### src/rtl/emu_pkg.sv
// Shared types and constants for the co-emulation step transactor.
// Status byte layout and clock-step FSM encoding live here.
package emu_pkg;

    typedef enum logic [1:0] {
        StIdle,
        StHigh,
        StLow,
        StCap
    } step_state_e;

    localparam int unsigned STATUS_BUSY_BIT = 7;
    localparam int unsigned STATUS_DONE_BIT = 6;

    localparam int unsigned DEFAULT_ADDR_W = 3;
    localparam int unsigned STATUS_ADDR    = (1 << DEFAULT_ADDR_W) - 1;

    // Status lives at the top of the host address space.
    function automatic int unsigned status_addr(input int unsigned addr_w);
        return (1 << addr_w) - 1;
    endfunction

    function automatic int unsigned phase_width(input int unsigned half_per);
        return (half_per > 1) ? $clog2(half_per) : 1;
    endfunction

endpackage

### src/rtl/emu_clk_stepper.sv
// DUT clock burst engine: emits N clk_dut periods of 2*HALF_PER clk_emu cycles,
// then optionally requests one capture cycle before dropping busy.
module emu_clk_stepper
    import emu_pkg::*;
#(
    parameter int unsigned HALF_PER = 1,
    parameter bit          AUTO_GET = 1'b1
) (
    input  logic       clk_emu,
    input  logic       nrst_emu,
    input  logic       start,
    input  logic [7:0] count,
    input  logic       clr_done,
    output logic       clk_dut,
    output logic       busy,
    output logic       done,
    output logic       cap_pulse
);

    localparam int unsigned           PhaseW    = phase_width(HALF_PER);
    localparam logic [PhaseW-1:0]     PhaseInit = PhaseW'(HALF_PER - 1);

    step_state_e       state_q;
    logic [7:0]        remaining_q;
    logic [PhaseW-1:0] phase_q;

    assign cap_pulse = (state_q == StCap);

    always_ff @(posedge clk_emu or negedge nrst_emu) begin
        if (!nrst_emu) begin
            state_q     <= StIdle;
            remaining_q <= 8'd0;
            phase_q     <= '0;
            clk_dut     <= 1'b0;
            busy        <= 1'b0;
            done        <= 1'b0;
        end else begin
            if (clr_done) begin
                done <= 1'b0;
            end
            case (state_q)
                StIdle: begin
                    if (start) begin
                        if (count == 8'd0) begin
                            // Zero-length burst only reports completion.
                            done <= 1'b1;
                        end else begin
                            state_q     <= StHigh;
                            clk_dut     <= 1'b1;
                            busy        <= 1'b1;
                            done        <= 1'b0;
                            remaining_q <= count;
                            phase_q     <= PhaseInit;
                        end
                    end
                end
                StHigh: begin
                    if (phase_q == '0) begin
                        state_q <= StLow;
                        clk_dut <= 1'b0;
                        phase_q <= PhaseInit;
                    end else begin
                        phase_q <= phase_q - 1'b1;
                    end
                end
                StLow: begin
                    if (phase_q == '0) begin
                        remaining_q <= remaining_q - 8'd1;
                        if (remaining_q == 8'd1) begin
                            if (AUTO_GET) begin
                                state_q <= StCap;
                            end else begin
                                state_q <= StIdle;
                                busy    <= 1'b0;
                                done    <= 1'b1;
                            end
                        end else begin
                            state_q <= StHigh;
                            clk_dut <= 1'b1;
                            phase_q <= PhaseInit;
                        end
                    end else begin
                        phase_q <= phase_q - 1'b1;
                    end
                end
                StCap: begin
                    state_q <= StIdle;
                    busy    <= 1'b0;
                    done    <= 1'b1;
                end
                default: begin
                    state_q <= StIdle;
                end
            endcase
        end
    end

endmodule

### src/rtl/emu_step_transactor.sv
// Host byte-bus transactor: stimulus shadow/commit, output capture array and
// status readback, driving a generic DUT through a stepped clock.
module emu_step_transactor
    import emu_pkg::*;
#(
    parameter int unsigned NUM_STIM = 2,
    parameter int unsigned NUM_OUT  = 4,
    parameter int unsigned ADDR_W   = 3,
    parameter int unsigned HALF_PER = 1,
    parameter bit          AUTO_GET = 1'b1
) (
    input  logic                  clk_emu,
    input  logic                  nrst_emu,
    input  logic [7:0]            Din_emu,
    output logic [7:0]            Dout_emu,
    input  logic [ADDR_W-1:0]     Addr_emu,
    input  logic                  load_emu,
    input  logic                  get_emu,
    input  logic                  step_emu,
    output logic                  busy_emu,
    output logic                  clk_dut,
    output logic [8*NUM_STIM-1:0] stim_dut,
    input  logic [8*NUM_OUT-1:0]  out_dut
);

    if (NUM_STIM < 1 || NUM_STIM >= (1 << ADDR_W)) begin : gen_bad_num_stim
        $error("NUM_STIM must be in 1..2**ADDR_W-1");
    end
    if (NUM_OUT < 1 || NUM_OUT >= (1 << ADDR_W)) begin : gen_bad_num_out
        $error("NUM_OUT must be in 1..2**ADDR_W-1");
    end
    if (HALF_PER < 1) begin : gen_bad_half_per
        $error("HALF_PER must be at least 1");
    end

    localparam logic [ADDR_W-1:0] StatusAddr = ADDR_W'(status_addr(ADDR_W));

    logic [7:0] stim_q [NUM_STIM];
    logic [7:0] vect_q [NUM_OUT];
    logic [7:0] rd_data;
    logic       done;
    logic       cap_pulse;
    logic       strobe;
    logic       load_act;
    logic       get_act;
    logic       step_act;

    // Only the highest-priority strobe may act, and none act during a burst.
    assign strobe   = load_emu | get_emu | step_emu;
    assign load_act = load_emu & ~busy_emu;
    assign get_act  = get_emu & ~load_emu & ~busy_emu;
    assign step_act = step_emu & ~load_emu & ~get_emu & ~busy_emu;

    emu_clk_stepper #(
        .HALF_PER(HALF_PER),
        .AUTO_GET(AUTO_GET)
    ) u_stepper (
        .clk_emu  (clk_emu),
        .nrst_emu (nrst_emu),
        .start    (step_act),
        .count    (Din_emu),
        .clr_done (load_act),
        .clk_dut  (clk_dut),
        .busy     (busy_emu),
        .done     (done),
        .cap_pulse(cap_pulse)
    );

    always_comb begin
        rd_data = 8'h00;
        for (int k = 0; k < NUM_OUT; k++) begin
            if (Addr_emu == ADDR_W'(k)) begin
                rd_data = vect_q[k];
            end
        end
        if (Addr_emu == StatusAddr) begin
            rd_data[STATUS_BUSY_BIT] = busy_emu;
            rd_data[STATUS_DONE_BIT] = done;
        end
    end

    always_ff @(posedge clk_emu or negedge nrst_emu) begin
        if (!nrst_emu) begin
            for (int k = 0; k < NUM_STIM; k++) begin
                stim_q[k] <= 8'h00;
            end
        end else if (!strobe) begin
            for (int k = 0; k < NUM_STIM; k++) begin
                if (Addr_emu == ADDR_W'(k)) begin
                    stim_q[k] <= Din_emu;
                end
            end
        end
    end

    // Whole shadow moves in one edge so the DUT never sees a half-updated vector.
    always_ff @(posedge clk_emu or negedge nrst_emu) begin
        if (!nrst_emu) begin
            stim_dut <= '0;
        end else if (load_act) begin
            for (int k = 0; k < NUM_STIM; k++) begin
                stim_dut[8*k +: 8] <= stim_q[k];
            end
        end
    end

    always_ff @(posedge clk_emu or negedge nrst_emu) begin
        if (!nrst_emu) begin
            for (int k = 0; k < NUM_OUT; k++) begin
                vect_q[k] <= 8'h00;
            end
        end else if (get_act || cap_pulse) begin
            for (int k = 0; k < NUM_OUT; k++) begin
                vect_q[k] <= out_dut[8*k +: 8];
            end
        end
    end

    always_ff @(posedge clk_emu or negedge nrst_emu) begin
        if (!nrst_emu) begin
            Dout_emu <= 8'h00;
        end else if (!strobe) begin
            Dout_emu <= rd_data;
        end
    end

endmodule

### config.mk
export PLATFORM = sky130hd
export DESIGN_NAME = emu_step_transactor
export DESIGN_NICKNAME = d
export VERILOG_FILES = /design/src/rtl/emu_pkg.sv /design/src/rtl/emu_clk_stepper.sv /design/src/rtl/emu_step_transactor.sv
export SDC_FILE = /design/constraint.sdc
export NUM_CORES = 1
export LEC_CHECK = 0
export BUFFER_PORTS_ARGS = -buffer_cell sky130_fd_sc_hd__buf_2
export CORE_UTILIZATION = 37
export DETAILED_ROUTE_END_ITERATION = 7
export GPL_TIMING_DRIVEN = 0
export PLACE_DENSITY = 0.54
export SETUP_SLACK_MARGIN = 0.5
export SYNTH_ARGS = -nofsm -noshare
export SYNTH_HDL_FRONTEND = slang
export SYNTH_HIERARCHICAL = 1
export SYNTH_SLANG_ARGS = --single-unit
### constraint.sdc
create_clock -name clk_emu -period 1.9 [get_ports clk_emu]
set_input_delay 0.19 -clock clk_emu [delete_from_list [all_inputs] [get_ports clk_emu]]
set_output_delay 0.19 -clock clk_emu [all_outputs]
set_load 0.1 [all_outputs]
# After elaboration in Yosys (flattened, before gate mapping)
# Index checks and enable logic that the tools add are counted.
op_classes:
  add_sub_neg: 2
  n_eq_ne: 13
  mux: 30
  n_bitwise: 12
  reduce_logical: 16
op_table:
  columns: ["operator", "count"]
  rows:
  - ["$mux 8", 7]
  - ["$pmux 8 s2", 1]
  - ["$mux 2", 6]
  - ["$mux 1", 11]
  - ["$ne 2x2->1 const B", 5]
  - ["$eq 8x1->1 const B", 1]
  - ["$logic_not 8->1", 1]
  - ["$pmux 2 s4", 1]
  - ["$reduce_and 4->1", 2]
  - ["$sub 8x1->8 const B", 1]
  - ["$and 1x1->1", 6]
  - ["$eq 3x2->1 const B", 2]
  - ["$pmux 1 s2", 3]
  - ["$reduce_and 3->1", 2]
  - ["$reduce_and 6->1", 1]
  - ["$reduce_bool 2->1", 3]
  - ["$eq 2x2->1 const B", 2]
  - ["$not 1->1", 4]
  - ["$reduce_and 2->1", 2]
  - ["$eq 3x1->1 const B", 1]
  - ["$eq 3x3->1 const B", 1]
  - ["$logic_not 3->1", 1]
  - ["$pmux 1 s3", 1]
  - ["$reduce_bool 3->1", 1]
  - ["6 further kinds", 7]
word_totals:
  reg_bits: 86
  in_bits: 48
  out_inout_bits: 26

# Logic depth before layout (Yosys ltp)
logic_depth:
  word_depth: 6
  mapped_depth: 7

# Modules after synthesis
# The synthesis kept the hierarchy.
by_module_without_submodules:
  columns: ["module", "n_inst", "cells_each", "area_each_um2"]
  rows:
  - ["emu_step_transactor", 1, 184, 2950.3]
  - ["emu_clk_stepper", 1, 95, 875.8]

# Least setup slack after synthesis
# No wires, ideal clock.
synth_timing:
  kind: "reg-to-reg"
  startpoint: "register u_stepper.busy"
  endpoint: "register u_stepper.remaining_q[7]"
  arrival_ps: 2118
  t_required_ps: 1756
  slack_ps: -361
  path_stages_with_launch: 7
  cell_sequence: "dfrtp_1 > nor4b_1 > nor2b_1 > nor2_4 > and2_1 > clkbuf_1 > a311oi_2"
synth_via:
  elab_chain_cells: 4
synth_rtl:
  columns: ["element", "line", "rtl"]
  rows:
  - ["start: declaration", "emu_clk_stepper.sv:15", "output logic busy,"]
  - ["start signal: assignment", "emu_clk_stepper.sv:35", "busy <= 1'b0;"]
  - ["start signal: assignment", "emu_clk_stepper.sv:50", "busy <= 1'b1;"]
  - ["start signal: assignment", "emu_clk_stepper.sv:74", "busy <= 1'b0;"]
  - ["$not 1->1", "emu_step_transactor.sv:52", "assign step_act = step_emu & ~load_emu & ~get_emu & ~busy_emu;"]
  - ["$and 1x1->1", "emu_step_transactor.sv:52", null]
  - ["named net step_act", "emu_step_transactor.sv:46", "logic step_act;"]
  - ["$ne 2x2->1 (no line)", null, null]
  - ["$reduce_and 4->1 (no line)", null, null]
  - ["end signal: assignment", "emu_clk_stepper.sv:52", "remaining_q <= count;"]
  - ["end signal: assignment", "emu_clk_stepper.sv:68", "remaining_q <= remaining_q - 8'd1;"]
  - ["end: declaration", "emu_clk_stepper.sv:24", "logic [7:0] remaining_q;"]
# The timed path passes the listed nets, and every way through them passes these cells.
# A chain may end at the register's enable or synchronous reset.

# Worst setup path after layout
layout_timing:
  startpoint: "register u_stepper.remaining_q[3]"
  endpoint: "register u_stepper.remaining_q[7]"
layout_via:
  elab_chain_cells: 3
layout_rtl:
  columns: ["element", "line", "rtl"]
  rows:
  - ["$sub 8x1->8", "emu_clk_stepper.sv:68", null]
  - ["$mux 8", "emu_clk_stepper.sv:67", "if (phase_q == '0) begin"]
  - ["$pmux 8 s2", "emu_clk_stepper.sv:41", "case (state_q)"]
# No other way between the ends. The select of a mux whose other input is x is not followed.

==> summary.txt <==
Outcome: completed
Vias/cell: 4.98
Synth Area in Adders: 0.0196
Maximum VDD drop: 0.577 mV
Yosys warning total: 6
Detail Placement HPWL: 5990 um
Crit Path Category: reg -> reg
Netlist cell types: 41
Met1 Resource Use GR: 0.260
DRT antenna net count: 0
Fmax: 0.611 GHz
DR WL/cell: 17.2 um
Commonest non-fill, non-tap cell in the layout: dfrtp_1
Post-route clock skew: 0.00465 ns
DRC: 0
Leak: 0.00247 uW
Ports: 74
Max-slew violation count: 0
Met2 GRT Util: 0.263
Unrepaired setup endpoints after global routing: true
MaxCap Viol Count: 0
PD cells: 1760 nW/um^2
Design area: 5460 um^2
Post-Syn Nets: 333
Post-synthesis simple-gate area fraction: 0.0683
CTS tree: done
Core footprint: 9910 um^2
Crit path time final: 1.64 ns
Avg Inst Size Synth: 13.7 um^2
Total CTS buffers: 9
Yosys reg bits: 85
Ys async rst share: 1.00
Ys flop type: dfrtp_1
Synth-to-Final Area Change: 42.8%
Syn Inst Count: 279
Proportion of synthesized area in mux cells: 0.241
Placed instance area: 4570 um^2
Sequential area share after synthesis: 0.556
Die height: 104 um
Ordered cell list for the critical path: or4_4 -> o41ai_4 -> a21oi_2 -> a311oi_2
Nets: 448
Ant diodes: 0
Compound-Gate Fraction of Synth Area: 0.0899
Initial antenna violation count: 0
Vias in the first global route: 2775
Required time of the critical path: 2.17 ns
Sink Count: 85
Critical Path End Type: flop
Longest Clk Path Bufs: 2
WP data arrival: 1.90 ns
Final Hold Viols: 0
First-pass GRT wire length: 14800 um
Detailed router's first-iteration violation count: 72
Final setup viols: 0
Worst reg-to-reg setup slack: 0.26 ns
Post-Synth XOR/XNOR Area: 0
GRT busiest layer: met2
Worst Tran Pin Value: 0.753 ns
Mapped Area: 3830 um^2
Pin count of the biggest net entering global routing: 53
Critical-path maximum fanout: 4
CP max stage delay: 0.54 ns
Critical path launch point type: flop
Die Wd: 104 um
Pre-antenna DRT Iters: 5
Commonest non-fill, non-tap cells in the layout: dfrtp_1, buf_2, mux2_2, mux2_4, buf_4
Worst-skew pair later-pin latency: 0.36 ns
GRT Residual Overflow: 0
Die ar.: 10800 um^2
Number of flops mapped to enable cells by yosys: 0
Routed wire length: 9140 um
Largest family of logic cells by synthesized area: multiplexers
Slowest library cell on the worst path: or4_4
Final hold slack: 0.0592 ns
Dpl cells: 484
Final Power: 9600 uW
Initial core utilization: 0.386
Crit share post-route: 0.861
GR Util All Layers: 0.179
Via count: 2652
Finished Layout Cells: 532
Fraction of layout cells with a size suffix above 1: 0.619
Met3 Use GR: 0.0371
Row cnt: 36
Routability Congestion: 0.813
CTS clk-pin slew, worst paths: 0.09 ns
Slew HR: 0.494
Hold crit path type: in -> reg
Clock Root Buffer: clkbuf_8
H-tree Lvls: 3
# port buffers: 71
[final cells by class]
| cell class | count | area [um^2] |
|---|---|---|
| clock inverter | 6 | 158 |
| sequential | 85 | 2130 |
| multi-input combinational | 173 | 1880 |
| buffer | 14 | 173 |
| inverter | 7 | 26.3 |
| fill | 855 | 4450 |
| clock buffer | 10 | 138 |
| timing repair buffer | 104 | 793 |
| tap | 133 | 166 |
[worst paths after layout]
path,startpoint,end,depth (start not counted)
max,u_stepper/remaining_q[3],u_stepper/remaining_q[7],4
min,out_dut[12],vect_q[20],2
max reg2reg,u_stepper/remaining_q[3],u_stepper/remaining_q[7],4
min reg2reg,vect_q[31],vect_q[31],1
max in group asynchronous,nrst_emu,u_stepper/busy,3
min in group asynchronous,nrst_emu,u_stepper/remaining_q[5],2
[timing repair]
action	CTS	global route
endpoints found under the hold margin	33	0
gates cloned	3	2
pin swaps	5	8
endpoints found under the setup margin	62	79
hold buffers	1	0
setup buffers	22	4
resized for setup	35	25
[registers in the layout (all words and copies together) (netlist names), 2 cells and up]
signal                 cells
u_stepper/state_q          2
u_stepper/remaining_q      8
vect_q                    32
stim_q                    16
stim_dut                  16
Dout_emu                   8
[synthesized netlist by cell type, drive strengths merged, types with 2 or more instances]
cell type  count  area, um^2
ha             6        75.1
nand2          3        11.3
and3           3        18.8
a21oi         15        75.1
o32ai          2        17.5
mux2i          2        20.0
nand4          2        12.5
buf            8        48.8
nor3           4        20.0
nor2b          5        31.3
dfrtp         85        2130
mux4           6         135
nand3          4        20.0
nand2b         4        25.0
nor4           2        33.8
inv            7        26.3
nand3b         2        15.0
nor2           9        41.3
a31oi          8        50.1
o2bb2ai        2        17.5
o21ai          8        40.0
a22o           6        60.1
mux2          68         766
clkbuf         6        22.5
[power by group]
part / total [uW] / switching, uW / internal, uW
registers: 2990 / 450 / 2540
logic: 4790 / 2760 / 2020
clock network: 1820 / 650 / 1170
[stage by stage]
stage | worst slack, ns | utilization | setup TNS [ns]
floorplan | 0.203 | - | 0
detailed placement | -0.123 | 0.462 | -0.577
finish | 0.264 | 0.551 | 0
global placement | -0.419 | 0.459 | -12.05
CTS | 0.278 | 0.531 | 0
global route | 0.178 | 0.551 | 0
[cell families (layout without fill, tap and decap cells)]
family                   after synthesis  in the layout
adder cells (fa/ha/maj)                6              6
buffers and inverters                 21            141
AO/OA/AOI/OAI                         49             49
flip-flops                            85             85
multiplexers                          76             76
AND/OR/NAND/NOR                       42             42
[critical path, delay by kind of cell (launching register included)]
kind | cells | cell delay (ns)
AOI/OAI and AO/OA | 3 | 0.57
DFF | 1 | 0.43
and+or+nand+nor | 1 | 0.54
[layer usage]
| metal | part of all wire | vias to the layer above |
|---|---|---|
| li1 | - | 1273 |
| met1 | 0.51 | 1315 |
| met2 | 0.45 | 56 |
| met3 | 0.031 | 8 |
| met4 | 0.013 | 0 |
| met5 | 0 | - |
No activity file was read; power rests on OpenSTA's default activity.
